--- src/rtl/fft_frame_arbiter.sv ---
// fft_frame_arbiter: frame-granular round-robin arbiter that shares one output
// stream between two FFT sources, tagging each frame with its frequency index
// and source ID, and force-terminating frames that reach MAX_BEATS beats.
module fft_frame_arbiter #(
   parameter int unsigned DATA_W    = 128,
   parameter int unsigned FREQ_W    = 6,
   parameter int unsigned MAX_BEATS = 64
) (
   input  logic              clk,
   input  logic              rst,
   input  logic              fft1_valid,
   input  logic              fft1_fin,
   input  logic [DATA_W-1:0] fft1_data,
   input  logic [FREQ_W-1:0] freq1,
   output logic              fft1_ready,
   input  logic              fft2_valid,
   input  logic              fft2_fin,
   input  logic [DATA_W-1:0] fft2_data,
   input  logic [FREQ_W-1:0] freq2,
   output logic              fft2_ready,
   output logic              arb_valid,
   output logic              arb_fin,
   output logic [DATA_W-1:0] arb_data,
   output logic [FREQ_W-1:0] arb_freq,
   output logic              arb_src,
   input  logic              arb_ready,
   output logic              err_overrun
);

   localparam int unsigned CNT_W = $clog2(MAX_BEATS) + 1;

   typedef enum logic [1:0] {
      ST_IDLE   = 2'd0,
      ST_GRANT1 = 2'd1,
      ST_GRANT2 = 2'd2
   } state_e;

   state_e              state_q, state_d;
   logic                last_q, last_d;          // 1 = fft2 served last
   logic [CNT_W-1:0]    cnt_q, cnt_d;
   logic                arb_valid_q, arb_valid_d;
   logic                arb_fin_q, arb_fin_d;
   logic [DATA_W-1:0]   arb_data_q, arb_data_d;
   logic [FREQ_W-1:0]   arb_freq_q, arb_freq_d;
   logic                arb_src_q, arb_src_d;
   logic                err_q, err_d;

   logic                out_free;
   logic                sel_src;
   logic                sel_fin;
   logic [DATA_W-1:0]   sel_data;
   logic [FREQ_W-1:0]   sel_freq;
   logic                xfer;
   logic                at_max;
   logic                overrun;
   logic                frame_end;

   // Output register can take a beat when empty or being drained this cycle.
   assign out_free   = ~arb_valid_q | arb_ready;
   assign fft1_ready = (state_q == ST_GRANT1) & out_free;
   assign fft2_ready = (state_q == ST_GRANT2) & out_free;

   // Granted-source mux and transfer qualification.
   assign sel_src   = (state_q == ST_GRANT2);
   assign sel_fin   = sel_src ? fft2_fin  : fft1_fin;
   assign sel_data  = sel_src ? fft2_data : fft1_data;
   assign sel_freq  = sel_src ? freq2     : freq1;
   assign xfer      = (fft1_valid & fft1_ready) | (fft2_valid & fft2_ready);
   assign at_max    = (cnt_q == CNT_W'(MAX_BEATS - 1));
   assign overrun   = xfer & ~sel_fin & at_max;
   assign frame_end = xfer & (sel_fin | at_max);

   assign arb_valid   = arb_valid_q;
   assign arb_fin     = arb_fin_q;
   assign arb_data    = arb_data_q;
   assign arb_freq    = arb_freq_q;
   assign arb_src     = arb_src_q;
   assign err_overrun = err_q;

   // Next-state: arbitration in IDLE, frame tracking while granted, output register load/drain.
   always_comb begin
      state_d     = state_q;
      last_d      = last_q;
      cnt_d       = cnt_q;
      arb_valid_d = arb_valid_q;
      arb_fin_d   = arb_fin_q;
      arb_data_d  = arb_data_q;
      arb_freq_d  = arb_freq_q;
      arb_src_d   = arb_src_q;
      err_d       = 1'b0;

      case (state_q)
         ST_IDLE: begin
            if (fft1_valid && fft2_valid) begin
               state_d = last_q ? ST_GRANT1 : ST_GRANT2;
            end else if (fft1_valid) begin
               state_d = ST_GRANT1;
            end else if (fft2_valid) begin
               state_d = ST_GRANT2;
            end
         end
         ST_GRANT1, ST_GRANT2: begin
            if (xfer) begin
               cnt_d = cnt_q + CNT_W'(1);
            end
            if (frame_end) begin
               state_d = ST_IDLE;
               last_d  = sel_src;
               cnt_d   = '0;
            end
         end
         default: state_d = ST_IDLE;
      endcase

      if (xfer) begin
         arb_valid_d = 1'b1;
         arb_data_d  = sel_data;
         arb_fin_d   = sel_fin | overrun;
         arb_src_d   = sel_src;
         err_d       = overrun;
         if (cnt_q == '0) begin
            arb_freq_d = sel_freq;
         end
      end else if (arb_ready) begin
         arb_valid_d = 1'b0;
      end
   end

   // State and output registers with synchronous reset.
   always_ff @(posedge clk) begin
      if (rst) begin
         state_q     <= ST_IDLE;
         last_q      <= 1'b1;
         cnt_q       <= '0;
         arb_valid_q <= 1'b0;
         arb_fin_q   <= 1'b0;
         arb_data_q  <= '0;
         arb_freq_q  <= '0;
         arb_src_q   <= 1'b0;
         err_q       <= 1'b0;
      end else begin
         state_q     <= state_d;
         last_q      <= last_d;
         cnt_q       <= cnt_d;
         arb_valid_q <= arb_valid_d;
         arb_fin_q   <= arb_fin_d;
         arb_data_q  <= arb_data_d;
         arb_freq_q  <= arb_freq_d;
         arb_src_q   <= arb_src_d;
         err_q       <= err_d;
      end
   end

endmodule

--- config.mk ---
export PLATFORM = sky130hd
export DESIGN_NAME = fft_frame_arbiter
export DESIGN_NICKNAME = d
export VERILOG_FILES = /design/src/rtl/fft_frame_arbiter.sv
export SDC_FILE = /design/constraint.sdc
export NUM_CORES = 1
export LEC_CHECK = 0
export BUFFER_PORTS_ARGS = -buffer_cell sky130_fd_sc_hd__buf_2
export CORE_AREA = 2 2 162 164
export CTS_CLUSTER_SIZE = 25
export DETAILED_ROUTE_END_ITERATION = 8
export DIE_AREA = 0 0 164 166
export GPL_ROUTABILITY_DRIVEN = 0
export MAX_ROUTING_LAYER = met4
export PLACE_DENSITY = 0.65
export SYNTH_ARGS = -nofsm -noshare
export SYNTH_HDL_FRONTEND = slang
export SYNTH_SLANG_ARGS = --single-unit
export TNS_END_PERCENT = 10
--- constraint.sdc ---
create_clock -name clk -period 4.3 [get_ports clk]
set_input_delay 0.215 -clock clk [delete_from_list [all_inputs] [get_ports clk]]
set_output_delay 0.215 -clock clk [all_outputs]
set_load 0.03 [all_outputs]
==> results.md, run 1 <==
- Std-Cell Rows: just under 60
- Detailed placement HPWL: 14400 um
- Clock insertion delay at the later pin of the skew report: 0.41 ns
- Maximum fanout along the worst path: 11
- Clock Root Buffer: clkbuf_16
- Transition at the pin with the smallest max-transition slack: approximately 0.90 ns
- Antenna violations before repair: 0
- Wire length of the first global-routing pass: 29100 um
- Top Family by Delay on Critical Path: compound AO/OA/AOI/OAI gates
- Cell chain of the critical path: inv_1 > ha_4 > mux2_2 > a21oi_1 > o21ai_0 > nor2_1
- Critical path class: register to register
- Number of remaining DRC errors: 0
- Placeable Area: roughly 26000 um^2
- Clock transition time at the flip-flop clock pins of the worst setup and hold paths: about 0.07 ns
- Area of the die: between 20000 and 30000 um^2
- Drt first-iter violations: around 290
- Crit-path max cell delay: roughly 0.42 ns
- Overall routing resource usage: 13.7%
- CTS tree: built
- Number of buffers added for setup after CTS: 0
- Number of buffers added by the clock tree synthesis step: 17
- Synthesis warning total: 0
- Setup repair after global routing missed its margin: no
- Post-Synthesis Net Count: 964
- M1 GR Usage: between 10% and 20%
- Layout net count: between 1000 and 1500
- Antenna-violating nets left: 0
- Fill count: ~2600
- Cell Area, Synth: 6600 um^2
- IR Drop Worst-Case VDD: roughly 290 uV
- Number of hold violations in the final report: 0
- Number of library cell types mapped by synthesis: 39
- Area after detailed placement: between 8000 and 9000 um^2
- GRT met2 Usage: between 20% and 30%
- Final std cell area, no fill: about 9500 um^2
- Area growth, synth to finish: 44.6%
- Maximum number of pins on one net before global-route repair: 119
- Initial standard-cell utilization of the core: between 20% and 30%
- Multi-input combinational cell area: 3350 um^2
- CTS Buffer Depth: 2
- Sequential standard cell area: 2960 um^2
- Number of synthesized register bits: between 100 and 150
- Critical path endpoint category: register
- Arrival time at the worst endpoint: approximately 2.5 ns
- Gr ovfl total: 0
- Placed insts: around 1400
- Sum of negative setup slack: 0 ns
- Number of violations of the max-capacitance limit: 0
- Count of hold buffers inserted by post-cts repair: 0
- Data required time at the worst endpoint: around 4.6 ns
- Gate count after technology mapping: 684
- Post-route minimum period: between 2 and 2.5 ns
- Power per Cell Area: 648 nW/um^2
- Max Slew Vio Count: 0
- WL per Instance: about 14 um
- Post-synthesis area per instance: about 9.6 um^2
- Normalized max-slew margin: 40.0%
- Maximum level of the CTS H-tree: 4
- Critical Path Slowest Stage Cell: a21oi_1
- Number of clock sinks: between 100 and 150
- Final Setup Violations: 0
- Worst path bufs/invs: 1
- Die extent in x: about 160 um
- Port bufs: a little over 400
- Vias in the first global route: a little under 6000
- Antenna diode count: 0
- Period utilisation layout: between 40% and 50%
- Layout cell share with drive strength beyond 1: a little over two fifths
- Final wirelength: about 19000 um
- Via density: approximately 4.4
- I/O pin cnt: 415
- First-pass iteration count of the detailed router: 4
- FMAX: 471 MHz
- Ys flop type: dfxtp_1
- Met3 Resource Use GR: between 4 and 5%
- Worst clock skew: between 0.015 and 0.02 ns
- Number of cells in the finished layout apart from fillers: 1408
- Via count of the routed design: about 6200
- HP Class: input port to register
- Async set-reset flop share out of synthesis: 0%
- Leak: 0.00411 uW
- Portion of the post-synthesis area used by sequential elements: between 40 and 50%
- Post-cts sizing count: 0
- Worst hold margin: 0.110 ns
- GRT Max-Usage Layer: met2
- Run status: complete, no violations
- Post-synth EDFFs: 0
- Startpoint kind of the worst setup timing path: register
- Height of the chip: 166 um
==> state kept, by name, summed over array words and instances, names as in the netlist <==
register     count
arb_valid        1
arb_data       128
err_overrun      1
cnt_q            7
arb_freq         6
arb_fin          1
arb_src          1
last_q           1
state_q          2
==> power by group <==
| part | leakage [uW] | internal (uW) | switching [uW] | total [uW] |
|---|---|---|---|---|
| Combinational | 0.00261 | 929 | 1740 | 2670 |
| Clock | 0.000293 | 969 | 588 | 1560 |
| Sequential | 0.00121 | 1760 | 194 | 1960 |
==> cell usage in the layout (no fill, tap or decap), types with 2 or more instances in the layout <==
cell type	Yosys	routed
nand3_1	5	5
nand4_1	4	4
buf_12	0	4
nor2b_1	3	3
a21oi_1	6	6
a211oi_2	4	4
clkinv_4	0	2
ha_1	5	4
o21ai_0	3	3
nand2_1	5	5
mux2i_1	136	136
inv_1	7	7
nand2b_1	3	3
a211oi_1	132	132
clkinv_2	0	2
buf_2	22	413
dfxtp_1	148	148
xnor2_1	2	2
nor2_1	141	141
bufinv_16	0	4
buf_4	1	3
nor4_1	2	2
inv_6	0	2
clkbuf_16	0	17
clkinvlp_4	0	2
==> cells in the mapped netlist, types with 2 or more instances <==
master    number  area (um^2)
o21ai_0        3         15.0
nand2_1        5         18.8
clkbuf_1      31          116
a211oi_1     132          991
a21oi_1        6         30.0
mux2i_1      136         1360
buf_1          5         18.8
nand2b_1       3         18.8
nor4_1         2         12.5
inv_1          7         26.3
a211oi_2       4         50.1
nor2_1       141          529
nor2b_1        3         18.8
buf_2         22          110
nand3_1        5         25.0
dfxtp_1      148         2960
nand4_1        4         25.0
xnor2_1        2         17.5
ha_1           5         62.6
==> final cells by class <==
type                            instances  share of cell area, %
Timing Repair Buffer                  420                   22.7
Clock buffer                           18                   4.50
Sequential cell                       148                   31.1
Inverter                                7                  0.275
Clock inverter                         12                   1.89
Tap cell                              335                   4.39
Multi-Input combinational cell        468                   35.2
==> worst paths after layout <==
| check | start | end | slack (ns) | cells after the start |
|---|---|---|---|---|
| max reg2reg | state_q[0] | cnt_q[3] | 2.18 | 6 |
| min | fft1_valid | arb_src | 0.11 | 2 |
| min reg2reg | cnt_q[6] | cnt_q[6] | 0.49 | 2 |
| max | state_q[0] | cnt_q[3] | 2.18 | 6 |
==> cell families after synthesis <==
kind of cell               after synthesis  synth area share, %
AOI/OAI and AO/OA                      151                 17.3
xor gates and xnor gates                 3                0.398
adders and majority gates                5                0.948
buffers and inverters                   68                 4.47
DFF                                    148                 44.9
muxes                                  137                 20.8
and+or+nand+nor                        172                 11.2
==> layer usage <==
layer / up-vias / wire length, um
li1: 3254 / -
met1: 2719 / 8090
met2: 260 / 9280
met3: 11 / 1570
met4: 0 / 151
met5: - / 0
==> through the flow <==
step | utilization [%] | setup WS (ns) | power (uW)
finish | 37.2 | 2.18 | 6180
global route | 37.2 | 1.94 | 6570
CTS | 37.2 | 2.17 | 6270
detailed placement | 34.9 | 2.21 | 4680
global placement | 34.9 | 2.28 | 4640
floorplan | - | 2.62 | 3930
Power figures use the tool's default switching activity.
==> run 2, diff against run 1 <==
- CORE_AREA: 2 2 162 164 -> 2 2 160 162
- DIE_AREA: 0 0 164 166 -> 0 0 162 164
- PLACE_DENSITY: 0.65 -> 0.66
- clock period: 4.3 -> 2 ns (I/O delays scaled with it)
==> run 2 against run 1 <==
Net effect: flip-flop and latch count unchanged; largest cell class unchanged; sequential share of layout area decreased by 0.83 points; global-route usage is 0.52 points higher; utilization rose by 2.2 points; register-to-register slack got worse by 2.1 ns; final cell count grew 1.6%.
==> results.md, run 2 (same netlist as run 1, synthesis figures left out) <==
- Part of the total power dissipated in combinational logic: 46.0% (+2.8 points)
- Gr ovfl total: 0 (unchanged)
- Most common cell after layout, fill and taps aside: buf_2
- Overall routing resource usage: 14.2% (+0.52 points)
- Transition at the pin with the smallest max-transition slack: 0.484 ns (-0.415 ns)
- Critical path endpoint category: register
- Std-Cell Rows: 58 (-1.7%)
- Worst setup slack before clock tree synthesis: 0.0764 ns (-2.13 ns)
- Clock insertion delay at the later pin of the skew report: 0.42 ns (about the same)
- Worst setup path startpoint: state_q[1]
- Most used cells in the layout excluding fill and tap cells: 412 x buf_2, 148 x dfxtp_1, 141 x nor2_1
- Die extent in x: 162 um (-1.2%)
- Placeable Area: 24800 um^2 (-3.1%)
- Run status: complete, no violations
- Layout cell share with drive strength beyond 1: 43.4% (+0.31 points)
- Area growth, synth to finish: 48.5%
- Sw frac: 42.7% (+1.9 points)
- Leak: 0.00421 uW (+2.4%)
- Antenna-violating nets left: 0 (unchanged)
- Maximum number of pins on one net before global-route repair: 153 (+29%)
- Via density: 4.53 (+2.1%)
- Post-layout util: 39.5% (+2.2 points)
- Max reg flops: 128 (unchanged)
- Number of remaining DRC errors: 0 (unchanged)
- Via count of the routed design: 6476 (+3.7%)
- Detailed placement HPWL: 14400 um (+0.32%)
- Switching power: 5680 uW (+130%)
- Drt first-iter violations: 361 (+23%)
- Height of the chip: 164 um (-1.2%)
- Port bufs: 414 (unchanged)
- Area after detailed placement: 8980 um^2 (+0.55%)
- Internal Power: 7610 uW (+110%)
- WHS Path Cells: 3 (+1)
- HP Class: input port to register
- Initial standard-cell utilization of the core: 26.6% (+0.83 points)
- Final total power: 13300 uW (+110%)
- IR Drop Worst-Case VDD: 550 uV (+87%)
- WL per Instance: 14.7 um (+8.3%)
- Clock Root Buffer: clkbuf_16
- Critical register-to-register path startpoint: state_q[1]
- Number of hold violations in the final report: 0 (unchanged)
- Power per Cell Area: 1360 nW/um^2 (+110%)
- CTS Buffer Depth: 2 (unchanged)
- Maximum level of the CTS H-tree: 4 (unchanged)
- Wire length of the first global-routing pass: 29300 um (+0.62%)
- Clock transition time at the flip-flop clock pins of the worst setup and hold paths: 0.08 ns (about the same)
- FMAX: 525 MHz (+12%)
- Part of the total power dissipated in sequential elements: 31.7% (about the same)
- Data required time at the worst endpoint: 2.31 ns (-2.31 ns)
- Final std cell area, no fill: 9800 um^2 (+2.7%)
- Layout net count: 1367 (+1.9%)
- Max Slew Vio Count: 0 (unchanged)
- Arrival time at the worst endpoint: 2.22 ns (-0.23 ns)
- Worst clock skew: 0.0179 ns (+0.00245 ns)
- Number of buffers added by the clock tree synthesis step: 17 (unchanged)
- I/O pin cnt: 415 (unchanged)
- Worst hold margin: 0.0127 ns (-0.0971 ns)
- Startpoint kind of the worst setup timing path: register
- Maximum fanout along the worst path: 76 (+65)
- Critical path class: register to register
- Final wirelength: 21000 um (+9.9%)
- Normalized max-slew margin: 67.7% (+28 points)
- Cell count of the worst reg-to-reg path: 7 (+1)
- Proportion of power drawn by the clock network: 22.3% (-2.9 points)
- Antenna diode count: 0 (unchanged)
- Post-route minimum period: 1.90 ns (-0.221 ns)
- Final Setup Violations: 0 (unchanged)
- Antenna violations before repair: 0 (unchanged)
- Number of clock sinks: 148 (unchanged)
- Number of violations of the max-capacitance limit: 0 (unchanged)
- Hold wc startpoint: fft2_data[83]
- Period utilisation layout: 95.2% (+46 points)
- Sequential standard cell area: 2960 um^2 (unchanged)
- CTS tree: built
- First-pass iteration count of the detailed router: 4 (unchanged)
- Worst-case setup margin in the final layout: 0.0965 ns (-2.08 ns)
- Fill count: 2500 (-4.1%)
- Area of the die: 26600 um^2 (-2.4%)
- Vias in the first global route: 5776 (-0.53%)
- Multi-input combinational cell area: 3360 um^2 (+0.11%)
## run 2: worst paths after layout
check	to	slack (ns)
min reg2reg	cnt_q[6]	0.47
max reg2reg	arb_data[42]	0.1
max	arb_data[42]	0.1
min	arb_data[83]	0.01
## run 2: power by group through the flow
stage	Clock, uW	Combinational, uW	Sequential [uW]
after global placement	0	5740	4260
final	2960	6110	4220
after global routing	3200	6550	4320
after floorplan	0	2590	5860
after detailed placement	0	5820	4270
after CTS	3060	5940	4220
## run 2: timing repair
item	in CTS	in global routing
hold buffers	13	0
setup endpoints to repair	1	104
gates cloned	1	3
endpoints found under the hold margin	12	0
setup buffers	0	4
pin swaps	1	2
resized for setup	3	11
## run 2: routing by layer
metal | global-route usage [%] | wire length (um)
met5 | - | 0
met4 | 4.10 | 232
met3 | 3.61 | 1470
met2 | 24.2 | 10300
met1 | 16.7 | 9020
## run 2: area by class of cell
cell class,instances,share of cell area (%)
Multi-Input combinational cell,468,34.3
Timing Repair Buffer,445,25.5
Clock inverter,12,0.983
Tap cell,330,4.21
Clock buffer,20,4.56
Sequential cell,148,30.2
Inverter,7,0.268
## run 2: worst max-delay path, stage by stage (launching register included)
cell	delay [ns]
dfxtp_1	0.41
inv_1	0.08
ha_1	0.21
a22oi_2	0.32
nor2_4	0.10
buf_12	0.15
buf_12	0.20
a211oi_1	0.27
## run 2: stage by stage
step | setup TNS, ns | instances
after floorplan | 0 | 684
after global placement | 0 | 1377
after detailed placement | 0 | 1377
after CTS | -0.0167 | 1423
after global routing | -0.109 | 1430
final | 0 | 1430
==> run 3, diff against run 2 <==
- CORE_AREA: 2 2 160 162 -> 8 8 153 155
- DIE_AREA: 0 0 162 164 -> 0 0 161 163
- PLACE_DENSITY: 0.66 -> 0.74
==> run 3 against run 2 <==
Net effect: final area shrank 0.29%; worst hold slack gained 0.0079 ns; power grew 0.56%; sequential power is essentially flat; sequential share of layout area grew 0.089 points; largest cell class unchanged; combinational power grew 2%.
==> results.md, run 3 (same netlist as run 1, synthesis figures left out) <==
- Run status: complete, no violations
- Startpoint kind of the worst setup timing path: register
- First-pass iteration count of the detailed router: 4 (unchanged)
- I/O pin cnt: 415 (unchanged)
- Critical register-to-register path startpoint: state_q[0]
- Detailed placement HPWL: 17400 um (+21%)
- Maximum fanout along the worst path: 6 (-92%)
- Part of the total power dissipated in sequential elements: 31.3% (-0.4 points)
- Transition at the pin with the smallest max-transition slack: 0.727 ns (+0.243 ns)
- Area of the die: 26200 um^2 (-1.2%)
- Worst setup path startpoint: state_q[0]
- Port bufs: 414 (unchanged)
- Number of hold violations in the final report: 0 (unchanged)
- Maximum number of pins on one net before global-route repair: 119 (-22%)
- Sw frac: 42.5% (-0.21 points)
- WL per Instance: 17.0 um (+16%)
- Worst setup slack for register-to-register paths: 0.07 ns (-0.03 ns)
- Max Slew Vio Count: 0 (unchanged)
- Worst hold margin: 0.0206 ns (+0.00786 ns)
- Most used cells in the layout excluding fill and tap cells: 413 x buf_2, 148 x dfxtp_1, 141 x nor2_1
- Arrival time at the worst endpoint: 2.26 ns (+0.04 ns)
- Area growth, synth to finish: 48.1%
- Normalized max-slew margin: 51.5% (-16 points)
- Placeable Area: 20800 um^2 (-16%)
- Hold wc startpoint: fft1_data[93]
- Clock transition time at the flip-flop clock pins of the worst setup and hold paths: 0.07 ns (about the same)
- Height of the chip: 163 um (-0.61%)
- Via density: 4.77 (+5.3%)
- Std-Cell Rows: 53 (-8.6%)
- Post-route minimum period: 1.93 ns (+0.0279 ns)
- Part of the total power dissipated in combinational logic: 46.7% (+0.7 points)
- Worst path bufs/invs: 2 (-1)
- Final wirelength: 23500 um (+12%)
- Critical path class: register to register
- Clock insertion delay at the later pin of the skew report: 0.42 ns (about the same)
- Antenna-violating nets left: 0 (unchanged)
- Most common cell after layout, fill and taps aside: buf_2
- Number of clock sinks: 148 (unchanged)
- Overall routing resource usage: 16.8% (+2.5 points)
- Max reg flops: 128 (unchanged)
- Antenna violations before repair: 2 (+2)
- Final total power: 13400 uW (+0.56%)
- Via count of the routed design: 6592 (+1.8%)
- Gr ovfl total: 0 (unchanged)
- Internal Power: 7680 uW (+0.92%)
- Die extent in x: 161 um (-0.62%)
- Sum of negative setup slack: 0 ns (unchanged)
- Critical path endpoint category: register
- CTS Buffer Depth: 2 (unchanged)
- Number of remaining DRC errors: 0 (unchanged)
- Layout cell share with drive strength beyond 1: 43.9% (+0.54 points)
- Layout net count: 1374 (+0.51%)
- Top Family by Delay on Critical Path: buffers and inverters
- Clock Root Buffer: clkbuf_16
- Power per Cell Area: 1370 nW/um^2 (+0.85%)
- Placed insts: 1330 (-3.4%)
- Number of violations of the max-capacitance limit: 0 (unchanged)
- Post-layout util: 46.9% (+7.4 points)
- Switching power: 5680 uW (about the same)
- Crit-path max cell delay: 0.59 ns (+0.18 ns)
- IR Drop Worst-Case VDD: 598 uV (+8.7%)
- Number of buffers added by the clock tree synthesis step: 17 (unchanged)
- Fill count: 1965 (-21%)
- HP Class: input port to register
- Vias in the first global route: 6712 (+16%)
- Number of cells in the finished layout apart from fillers: 1383 (-3.3%)
- Data required time at the worst endpoint: 2.33 ns (+0.02 ns)
- Period utilisation layout: 96.6% (+1.4 points)
- Leak: 0.00425 uW (+1.0%)
- Cell chain of the critical path: inv_1 > ha_4 > mux2_2 > dlygate4sd3_1 > nor3_1
- Initial standard-cell utilization of the core: 31.7% (+5.1 points)
- Drt first-iter violations: 313 (-13%)
- Final Setup Violations: 0 (unchanged)
- Maximum level of the CTS H-tree: 4 (unchanged)
- Critical Path Slowest Stage Cell: dlygate4sd3_1
- FMAX: 518 MHz (-1.4%)
- Wire length of the first global-routing pass: 34800 um (+19%)
- Worst clock skew: 0.0168 ns (-0.00117 ns)
- CTS tree: built
- Proportion of power drawn by the clock network: 21.9% (-0.4 points)
-- run 3: routing by layer --
metal / vias up / share of wire [%] / track usage, %
li1: 3308 / - / -
met3: 25 / 8.1 / 6.04
met1: 2949 / 41 / 18.7
met4: 0 / 1.5 / 4.50
met5: - / 0 / -
met2: 310 / 50 / 28.0
-- run 3: timing repair --
action                                  4_1_cts  5_1_grt
hold buffers                                 10        0
gates resized for setup                       2        2
endpoints found under the hold margin        11        0
pin swaps                                     0        1
endpoints found under the setup margin        1       21
cloned                                        1        3
buffers inserted                              0        6
-- run 3: path summary, 6_finish.rpt --
path / end / cells past startpoint
hold / removal: arb_data[93] / 3
hold reg to reg: state_q[0] / 2
setup / recovery: err_overrun / 5
setup reg to reg: err_overrun / 5
-- run 3: stage by stage --
step / cell area (um^2) / setup WS (ns)
finish: 9770 / 0.0686
global placement: 8970 / 0.140
floorplan: 6600 / 0.322
CTS: 9660 / 0.00403
global route: 9770 / -0.0247
detailed placement: 8970 / 0.0433
-- run 3: layout make-up --
class                   instances  area (um^2)  area share [%]
multi-input cells             468         3360            34.4
repair buffers                452         2540            25.9
well taps                     275          344            3.52
inverters                       7         26.3           0.269
clock inverters                12         97.6           0.998
flip-flops and latches        148         2960            30.3
clock buffers                  20          447            4.57
diodes                          1         2.50          0.0256
-- run 3: power groups by stage --
stage	Combinational (uW)	Clock [uW]	Sequential (uW)
2_1_floorplan	2590	0	5860
5_1_grt	6730	3170	4290
3_5_place_dp	6000	0	4240
3_3_place_gp	5920	0	4210
6_report	6250	2930	4190
4_1_cts	6110	3030	4190
-- run 3: worst reg2reg max path, delay by kind of cell (launching register included) --
kind          cells  cell delay (ns)
buf+inv           2             0.71
mux               1             0.36
flops             1             0.33
simple gates      1             0.22
fa+ha+maj         1             0.21
